## src/rtl/ldst_control_unit.sv

```systemverilog
// Hardwired Moore control unit sequencing fetch plus ld/st (and optional ldi) steps.
// Optional feature macro: CU_LDI_EN enables the ldi (opcode 00001) instruction.
module ldst_control_unit (
    input  logic       clk,
    input  logic       clr,
    input  logic       run,
    input  logic [4:0] opcode,
    output logic       PCout,
    output logic       ZLowout,
    output logic       MDRout,
    output logic       BAout,
    output logic       Cout,
    output logic       R_out,
    output logic       MARin,
    output logic       MDRin,
    output logic       PCin,
    output logic       IRin,
    output logic       Yin,
    output logic       ZHighIn,
    output logic       ZLowIn,
    output logic       R_in,
    output logic       IncPC,
    output logic       Read,
    output logic       RAM_write_en,
    output logic       alu_add,
    output logic       GRA,
    output logic       GRB,
    output logic       GRC,
    output logic [3:0] state,
    output logic       halted
);

    typedef enum logic [3:0] {
        S_IDLE = 4'd0,
        S_T0   = 4'd1,
        S_T1   = 4'd2,
        S_T2   = 4'd3,
        S_T3   = 4'd4,
        S_T4   = 4'd5,
        S_T5   = 4'd6,
        S_T6   = 4'd7,
        S_T7   = 4'd8,
        S_HALT = 4'd15
    } state_e;

    localparam logic [4:0] OP_LD  = 5'b00000;
    localparam logic [4:0] OP_ST  = 5'b00010;
`ifdef CU_LDI_EN
    localparam logic [4:0] OP_LDI = 5'b00001;
`endif

    state_e     state_q, state_d;
    logic [4:0] op_q, op_d;
    logic       halted_q, halted_d;
    logic       op_legal;
    logic       is_st;
    logic       is_ldi;

    // Legality is judged on the live opcode, since op_q is only loaded leaving T3.
    always_comb begin
`ifdef CU_LDI_EN
        op_legal = (opcode == OP_LD) || (opcode == OP_ST) || (opcode == OP_LDI);
        is_ldi   = (op_q == OP_LDI);
`else
        op_legal = (opcode == OP_LD) || (opcode == OP_ST);
        is_ldi   = 1'b0;
`endif
        is_st    = (op_q == OP_ST);
    end

    always_comb begin
        state_d  = state_q;
        op_d     = op_q;
        halted_d = halted_q;
        case (state_q)
            S_IDLE: if (run) state_d = S_T0;
            S_T0:   state_d = S_T1;
            S_T1:   state_d = S_T2;
            S_T2:   state_d = S_T3;
            S_T3: begin
                op_d = opcode;
                if (op_legal) begin
                    state_d = S_T4;
                end else begin
                    state_d  = S_HALT;
                    halted_d = 1'b1;
                end
            end
            S_T4:   state_d = S_T5;
            S_T5: begin
                if (is_ldi) state_d = run ? S_T0 : S_IDLE;
                else        state_d = S_T6;
            end
            S_T6:   state_d = S_T7;
            S_T7:   state_d = run ? S_T0 : S_IDLE;
            S_HALT: state_d = S_HALT;
            default: state_d = S_IDLE;
        endcase
    end

    always_ff @(posedge clk) begin
        if (clr) begin
            state_q  <= S_IDLE;
            op_q     <= 5'b00000;
            halted_q <= 1'b0;
        end else begin
            state_q  <= state_d;
            op_q     <= op_d;
            halted_q <= halted_d;
        end
    end

    always_comb begin
        PCout        = 1'b0;
        ZLowout      = 1'b0;
        MDRout       = 1'b0;
        BAout        = 1'b0;
        Cout         = 1'b0;
        R_out        = 1'b0;
        MARin        = 1'b0;
        MDRin        = 1'b0;
        PCin         = 1'b0;
        IRin         = 1'b0;
        Yin          = 1'b0;
        ZHighIn      = 1'b0;
        ZLowIn       = 1'b0;
        R_in         = 1'b0;
        IncPC        = 1'b0;
        Read         = 1'b0;
        RAM_write_en = 1'b0;
        alu_add      = 1'b0;
        GRA          = 1'b0;
        GRB          = 1'b0;
        GRC          = 1'b0;
        case (state_q)
            S_T0: begin
                PCout   = 1'b1;
                MARin   = 1'b1;
                IncPC   = 1'b1;
                ZHighIn = 1'b1;
                ZLowIn  = 1'b1;
            end
            S_T1: begin
                ZLowout = 1'b1;
                PCin    = 1'b1;
                Read    = 1'b1;
                MDRin   = 1'b1;
            end
            S_T2: begin
                MDRout = 1'b1;
                IRin   = 1'b1;
            end
            S_T3: begin
                GRB   = 1'b1;
                BAout = 1'b1;
                Yin   = 1'b1;
            end
            S_T4: begin
                Cout    = 1'b1;
                alu_add = 1'b1;
                ZHighIn = 1'b1;
                ZLowIn  = 1'b1;
            end
            S_T5: begin
                ZLowout = 1'b1;
                if (is_ldi) begin
                    GRA  = 1'b1;
                    R_in = 1'b1;
                end else begin
                    MARin = 1'b1;
                end
            end
            S_T6: begin
                MDRin = 1'b1;
                if (is_st) begin
                    GRA   = 1'b1;
                    R_out = 1'b1;
                end else begin
                    Read = 1'b1;
                end
            end
            S_T7: begin
                if (is_st) begin
                    RAM_write_en = 1'b1;
                end else begin
                    MDRout = 1'b1;
                    GRA    = 1'b1;
                    R_in   = 1'b1;
                end
            end
            default: ;
        endcase
    end

    assign state  = state_q;
    assign halted = halted_q;

endmodule

```

## config.mk

```make
export PLATFORM = sky130hd
export DESIGN_NAME = ldst_control_unit
export DESIGN_NICKNAME = d
export VERILOG_FILES = /design/src/rtl/ldst_control_unit.sv
export SDC_FILE = /design/constraint.sdc
export NUM_CORES = 1
export LEC_CHECK = 0
export ABC_AREA = 1
export BUFFER_PORTS_ARGS = -buffer_cell sky130_fd_sc_hd__buf_2
export CORE_MARGIN = 5
export CORE_UTILIZATION = 43
export DETAILED_ROUTE_END_ITERATION = 10
export PLACE_DENSITY_LB_ADDON = 0.08
export SYNTH_ARGS = -nofsm -noshare
export SYNTH_HDL_FRONTEND = slang
export SYNTH_SLANG_ARGS = --single-unit
```

## constraint.sdc

```tcl
create_clock -name clk -period 1.8 [get_ports clk]
set_clock_uncertainty 0.2 [all_clocks]
set_input_delay 0.36 -clock clk [delete_from_list [all_inputs] [get_ports clk]]
set_output_delay 0.36 -clock clk [all_outputs]
set_load 0.05 [all_outputs]
```

==> results of run 1 <==
-- layer usage --
metal / vias up / track usage [%] / wire length (µm)
li1: 390 / - / -
met1: 391 / 20.4 / 838
met2: 29 / 28.3 / 1190
met3: 3 / 2.76 / 148
met4: 0 / 4.04 / 17
met5: - / 0 / 0
-- power by group through the flow --
stage	logic, mW	registers, mW	clock network, mW
floorplan	0.955	0.441	0
global placement	1.19	0.346	0
detailed placement	1.20	0.350	0
CTS	1.35	0.344	0.199
global route	1.56	0.380	0.213
finish	1.49	0.374	0.199
-- cell families after synthesis --
kind of cell | count (synthesis) | synth area share, %
AO/OA/AOI/OAI | 12 | 9.50
buffers and inverters | 22 | 16.5
flip-flops | 10 | 31.0
other | 1 | 0.581
AND/OR/NAND/NOR | 55 | 42.4
-- sequential cells by signal, indices dropped and copies added, names as in the netlist --
register  count
state         4
op_q          5
halted        1
-- cells in the final DEF, fill, tap and decap left out --
master / count
inv_4: 3
inv_2: 3
dfxtp_1: 5
nor3_4: 1
clkinvlp_4: 2
nor2_4: 7
o21ai_4: 1
clkbuf_8: 1
inv_1: 6
buf_4: 17
nand2_2: 4
nor3_1: 1
nand3_2: 1
nor2_2: 5
nor2_1: 13
nand2_4: 7
o21ai_1: 5
nand4_1: 2
buf_2: 13
o21ai_2: 1
clkbuf_4: 3
inv_6: 1
a21oi_1: 4
nand2_1: 9
o22ai_2: 1
buf_6: 8
nor2_8: 1
buf_8: 7
nand3_4: 1
dfxtp_4: 4
dfxtp_2: 1
nand3_1: 3
conb_1: 1
-- worst min path at each step --
stage	to	slack, ps	cells past startpoint
floorplan	state[3]$_SDFFE_PP0P_	220	1
global placement	halted$_SDFFE_PP0P_	230	2
detailed placement	op_q[4]$_SDFFE_PP0P_	250	2
CTS	state[3]$_SDFFE_PP0P_	100	2
global route	state[3]$_SDFFE_PP0P_	120	2
finish	state[3]$_SDFFE_PP0P_	100	2
-- what timing repair did --
action,4_1_cts,5_1_grt
setup endpoints to repair,19,19
pin swaps,4,8
setup buffers,6,3
resized for setup,40,22
-- stage by stage --
stage | hold slack, ps | instance area, µm²
after floorplan | 219 | 786
after global placement | 233 | 925
after detailed placement | 251 | 925
after CTS | 101 | 1130
after global routing | 121 | 1220
final | 102 | 1220
-- layout make-up --
class | count | area share [%]
tap | 16 | 1.65
sequential | 10 | 17.8
clock buffer | 4 | 2.98
inverter | 15 | 6.28
timing repair buffer | 45 | 31.9
multi-input combinational | 68 | 39.4
==> flow_summary.ini, run 1 <==
[status]
status = finished, violations left
violations = setup timing

[critical_path]
critical_path_class = reg -> out
reg2reg_to = state[1]$_SDFFE_PP0P_
worstReg2RegStart = state[3]$_SDFFE_PP0P_
crit_chain = nor2_2 -> nand4_1 -> buf_4 -> nand2_4 -> clkinvlp_4 -> buf_6
critPathBufInv = 3
ff2ff_path_depth = 10
endpoint_kind = primary output
crit_start = op_q[2]$_SDFFE_PP0P_
path_max_fanout = 3
crit_required_ps = 1240
cp_num_cells = 6
rrSetupSlack_ps = 280
crit_slowest_cell = dfxtp_2
max_stage_delay_ps = 330
critPathTopFamily = buffers and inverters
cp-endpoint = R_in
cp.arrival_ps = 1330
cp-start-kind = flop

[timing]
period_minus_slack_ps = 1890
fmax_mhz = 530
tns_ps = -420
rsz0062_at_grt = yes
finalHoldViolCount = 0
setup_violations = 7
min_period_over_period_pct = 105
final_max_slew_viol_count = 0
fin_ws_ps = -85.5

[routing]
drtPass1Iterations = 4
routed_via_density = 5.15
vias = 813
wl_per_cell_um = 13.9
drtIter0Drc = 22
wirelength_mm = 2.19
drc_errors = 0
antenna_left = 0

[synthesis]
yosysSeqAreaShare_pct = 31.0
synth.most_common_cell = nor2_1
synth.cells.most_frequent = nor2_1, nand2_1, inv_1
synthFlopType = dfxtp_1
avgSynthCellArea_um2 = 6.46
yosysTopAreaCellShare_pct = 31.0
synth_edf_count = 0
synth-seq-cells = 10
synth_area_leaders = dfxtp_1, nor2_1, nand2_1
synth.distinct_cells = 20
syn_inst = 100
syn_area_um2 = 646
yosysTopAreaCell = dfxtp_1
yosys_warnings = 0
async_flop_share_pct = 0
postSynthNetCount = 108

[clock_tree]
numCtsBuffers = 3
clockBufferDepth = 2
cts_htree_levels = 1
clock-sinks = 10
cts_tree = done
hold_buffers = 0
cts.reportedPaths.clkPinSlew_ps = 70
worstSkewPairLatency_ps = 260
cts-root-buf = clkbuf_4

[final_layout]
diodes = 0
ff_latch_area_um2 = 216
fin_util_pct = 82.7
finalNonFillerCells = 158
fin_nets = 151
fill_cells = 86
multi_input_area_um2 = 479
drive_gt1_share_pct = 65.5
area_growth_pct = 88.4

[floorplan]
start_util_pct = 43.9
dieHeight_um = 48.8
core-area_um2 = 1470
die_w_um = 48.8
fp-row-count = 14
die_area_um2 = 2380
num_io_pins = 34

[worst_hold_path]
hp-start = clr
hp-class = in -> reg

[power]
p_leak_nw = 0.579
fin_total_pwr_mw = 2.06
ir_worst_vdd_mv = 1.38
p_sw_share_pct = 57.4
power.share.combinational_pct = 72.2
pwr-share-seq_pct = 18.2
p_per_area_nw_per_um2 = 1690
clkPwrFrac_pct = 9.7
p_int_mw = 0.877
p_sw_mw = 1.18

[global_route]
gr-total-overflow = 0
grt_max_degree = 8
grt_pass1_vias = 690
grt_pass1_wl_mm = 3.17
antenna_found_initial = 0
grt_usage_pct = 16.2

[place]
place_inst = 145
place_congestion = 0.779
pre_cts_slack_ps = 26.4
dpl.hpwl_mm = 1.34
io_buffers = 32

[flow_run]
maxCapViolations = 0
(Power assumes the default switching activity.)
==> run 2, diff against run 1 <==
Settings changed: BUFFER_PORTS_ARGS -buffer_cell sky130_fd_sc_hd__buf_2 to not set, CORE_AREA set to 5 5 42 44, CORE_MARGIN 5 to not set, CORE_UTILIZATION 43 to not set, DIE_AREA set to 0 0 47 49, DONT_BUFFER_PORTS set to 1.
==> run 2 against run 1 <==
- the run still ends with setup timing left
- non-clock buffer count fell by 20
- worst hold slack got worse by 51 ps
- worst setup slack got worse by 25 ps
- first-iteration DRC count decreased by 55%
- clock power decreased by 19%
- power down 3.8%
- die area down 3.1%
- sequential cell count is the same
- largest cell class unchanged
- critical path depth unchanged
- combinational power is essentially flat
- wire length is 25% lower
- count of clock-buffer cells in the layout unchanged
==> flow_summary.ini, run 2 (synthesis gave the netlist of run 1 again) <==
[status]
status = finished, violations left
violations = setup timing

[power]
ir_worst_vdd_mv = 1.52
p_per_area_nw_per_um2 = 1740
p_leak_nw = 0.478

[global_route]
grt_pass1_wl_mm = 2.58
gr-total-overflow = 0
antenna_found_initial = 0
grt_usage_pct = 14.6
grt_pass1_vias = 617
grt_max_degree = 8

[timing]
tns_ps = -518
fmax_mhz = 523
rsz0062_at_grt = yes
period_minus_slack_ps = 1910
final_max_slew_viol_count = 0
setup_violations = 8
min_period_over_period_pct = 106
slew_headroom_pct = 65.7
tightestPinTransition_ps = 513
fin_ws_ps = -110
finalHoldViolCount = 0

[flow_run]
maxCapViolations = 0

[critical_path]
reg2reg_to = op_q[4]$_SDFFE_PP0P_
endpoint_kind = primary output
ff2ff_path_depth = 5
path_max_fanout = 5
cp-endpoint = GRA
cp.arrival_ps = 1350
crit_start = state[3]$_SDFFE_PP0P_
cp-start-kind = flop
critical_path_class = reg -> out
crit_required_ps = 1240
worstReg2RegStart = state[1]$_SDFFE_PP0P_
rrSetupSlack_ps = 310

[clock_tree]
numCtsBuffers = 3
clock-sinks = 10
cts_htree_levels = 1
cts-root-buf = clkbuf_4
clockBufferDepth = 2
cts.reportedPaths.clkPinSlew_ps = 70
worstSkewPairLatency_ps = 260
cts_tree = done

[final_layout]
layout_commonest_cell = nor2_1
area_growth_pct = 76.7
drive_gt1_share_pct = 54.9
diodes = 0
fin_util_pct = 81.4
largest_reg_flops = 5
regMostFlops = op_q
fin_nets = 131
final_cell_mix = nor2_1, nand2_1, buf_4

[routing]
routed_via_density = 5.03
vias = 694
antenna_left = 0
wirelength_mm = 1.65
wl_per_cell_um = 12.0
drtPass1Iterations = 4
drc_errors = 0
drtIter0Drc = 10

[floorplan]
dieHeight_um = 49
start_util_pct = 46.1
fp-row-count = 14
num_io_pins = 34
die_area_um2 = 2300
die_w_um = 47
core-area_um2 = 1400

[worst_hold_path]
hp-class = in -> reg

[place]
place_congestion = 0.878
dpl.hpwl_mm = 1.31
io_buffers = 0
[run 2: how the worst min path moves through the flow]
stage                          from                    end  slack (ps)  cells after the start
final                     opcode[2]   op_q[2]$_SDFFE_PP0P_          50                      2
after global routing      opcode[1]   op_q[1]$_SDFFE_PP0P_          70                      2
after CTS                 opcode[2]   op_q[2]$_SDFFE_PP0P_          50                      2
after detailed placement        clr  state[3]$_SDFFE_PP0P_         220                      1
after global placement          clr  state[3]$_SDFFE_PP0P_         220                      1
after floorplan                 clr  state[3]$_SDFFE_PP0P_         220                      1
[run 2: cell type report]
class                           instances  area, µm²
Clock buffer                            4       26.3
Fill cell                              99        260
Inverter                               15       81.3
Multi-Input combinational cell         68        472
Sequential cell                        10        215
Tap cell                               16       20.0
Timing Repair Buffer                   25        327
[run 2: layer usage]
layer | vias to the layer above | part of all wire (%) | track usage (%)
met2 | 24 | 52 | 24.9
li1 | 348 | - | -
met3 | 2 | 9.2 | 2.21
met5 | - | 0 | 0
met1 | 320 | 38 | 17.6
met4 | 0 | 0.24 | 5.53
[run 2: worst max-delay path: stages, from the launching register on]
cell     delay, ps
dfxtp_4        380
inv_6           80
nand2_4         80
nor2_4         160
inv_4           70
o21ai_4        160
buf_12         150
[run 2: through the flow]
step	hold slack (ps)	area (µm²)	std cells	total power, mW	setup slack, ps
3_3_place_gp	224	995	127	1.71	124
4_1_cts	45.5	1090	134	1.94	-85.8
2_1_floorplan	219	786	100	1.40	-115
6_report	51.0	1140	138	1.98	-110
3_5_place_dp	225	995	127	1.73	78.6
5_1_grt	74.1	1140	138	2.08	-164
[run 2: power breakdown]
group / switching [mW] / internal [mW]
clock network: 0.0759 / 0.0856
logic: 0.981 / 0.487
registers: 0.0696 / 0.281
total: 1.13 / 0.854
[run 2: timing repair]
| action | 4_1_cts | 5_1_grt |
|---|---|---|
| setup endpoints to repair | 16 | 16 |
| pin swaps | 3 | 7 |
| resized for setup | 14 | 6 |
| setup buffers | 2 | 4 |
| hold buffers | 1 | 0 |
| endpoints found under the hold margin | 3 | 0 |
==> run 3, diff against run 2 <==
Settings changed: SETUP_SLACK_MARGIN set to 0.02.
==> run 3 against run 2 <==
- the flow still finishes with violations (setup timing)
- worst setup slack worse by 39 ps
- register-to-register slack worse by 50 ps
- die area unchanged
- highest routed layer unchanged
==> flow_summary.ini, run 3 (synthesis gave the netlist of run 1 again) <==
[power]
ir_worst_vdd_mv = 1.23
p_leak_nw = 0.521
p_per_area_nw_per_um2 = 1740

[clock_tree]
clockBufferDepth = 2
cts.reportedPaths.clkPinSlew_ps = 60
numCtsBuffers = 3
cts-root-buf = clkbuf_4
cts_htree_levels = 1
cts_tree = done
clock-sinks = 10
worstSkewPairLatency_ps = 270

[final_layout]
ff_latch_area_um2 = 216
layout_commonest_cell = nor2_1
multi_input_area_um2 = 504
diodes = 0
largest_reg_flops = 5
area_growth_pct = 92.2
fin_nets = 137
fin_area_um2 = 1240
final_cell_mix = nor2_1, buf_4, buf_12
drive_gt1_share_pct = 58.6
regMostFlops = op_q
fill_cells = 74

[critical_path]
ff2ff_path_depth = 6
worstReg2RegStart = state[1]$_SDFFE_PP0P_
cp-start-kind = flop
cp.arrival_ps = 1390
crit_start = state[3]$_SDFFE_PP0P_
endpoint_kind = primary output
path_max_fanout = 6
crit_chain = inv_6 -> nand2_8 -> nor2_4 -> inv_4 -> o21ai_4 -> buf_12
crit_required_ps = 1240
max_stage_delay_ps = 390
critical_path_class = reg -> out
crit_slowest_cell = dfxtp_4

[routing]
antenna_left = 0
routed_via_density = 5.69
drc_errors = 0
wl_per_cell_um = 17.7
drtIter0Drc = 21
wirelength_mm = 2.54
drtPass1Iterations = 4
vias = 819

[status]
status = finished, violations left
violations = setup timing

[floorplan]
dieHeight_um = 49
fp-row-count = 14
die_w_um = 47
start_util_pct = 46.1
die_area_um2 = 2300
num_io_pins = 34
core-area_um2 = 1400

[timing]
tightestPinTransition_ps = 513
finalHoldViolCount = 0
slew_headroom_pct = 65.7
min_period_over_period_pct = 108
final_max_slew_viol_count = 0
setup_violations = 15
fin_ws_ps = -149
rsz0062_at_grt = yes
fmax_mhz = 513
tns_ps = -872
period_minus_slack_ps = 1950

[flow_run]
maxCapViolations = 0

[global_route]
grt_usage_pct = 20.8
grt_max_degree = 8
grt_pass1_vias = 761
gr-total-overflow = 0
antenna_found_initial = 0
grt_pass1_wl_mm = 3.44

[place]
io_buffers = 0
place_congestion = 0.879
pre_cts_slack_ps = 106
place_area_um2 = 1010
dpl.hpwl_mm = 1.43

[worst_hold_path]
hp-start = opcode[3]
hold_depth = 2
hp-class = in -> reg
[run 3: changes by cell type in the layout (fill, tap and decap cells not counted), sizes merged]
cell / before / now
buf: 24 / 30
clkbuf: 4 / 3
clkinv: 0 / 1
[run 3: cell type report]
type	instances	area share, %
clock buffers	3	1.81
flip-flops and latches	10	17.4
clock inverters	1	0.302
well taps	16	1.61
inverters	15	6.35
repair buffers	31	31.9
multi-input cells	68	40.6
[run 3: final timing paths]
path,end,slack [ps]
setup / recovery,GRA,-150
hold / removal,op_q[3]$_SDFFE_PP0P_,30
setup reg to reg,state[0]$_SDFFE_PP0P_,260
hold reg to reg,op_q[4]$_SDFFE_PP0P_,270
[run 3: what timing repair did]
item                                   4_1_cts  5_1_grt
setup endpoints to repair                   19       20
hold buffers                                 1        0
pin swaps                                    9        5
gates resized for setup                     22        5
cloned                                       0        0
endpoints found under the hold margin        3        0
buffers inserted                             8        2
[run 3: worst max-delay path: cells and delay by family (launching register included)]
| kind | cells | cell delay (ps) |
|---|---|---|
| AOI/OAI and AO/OA | 1 | 190 |
| buffers and inverters | 3 | 330 |
| DFF | 1 | 390 |
| and+or+nand+nor | 2 | 200 |
[run 3: layer usage]
layer | vias to the layer above | GRT usage [%] | share of wire, %
met4 | 0 | 17.1 | 5.4
met5 | - | 0 | 0
met3 | 21 | 5.17 | 7.9
li1 | 365 | - | -
met1 | 381 | 21.6 | 34
met2 | 52 | 33.3 | 53
[run 3: stage by stage]
stage	util [%]	total power, mW	hold slack [ps]	instances
after floorplan	-	1.40	219	100
after global placement	72.4	1.72	224	129
after detailed placement	72.4	1.74	223	129
after CTS	85.6	2.04	39.5	142
after global routing	88.6	2.24	88.1	144
final	88.6	2.16	34.3	144
[run 3: report_power, final]
part | switching, mW | total (mW) | internal, mW
registers | 0.0870 | 0.369 | 0.282
logic | 1.08 | 1.63 | 0.554
clock network | 0.0822 | 0.163 | 0.0805
total | 1.25 | 2.16 | 0.916
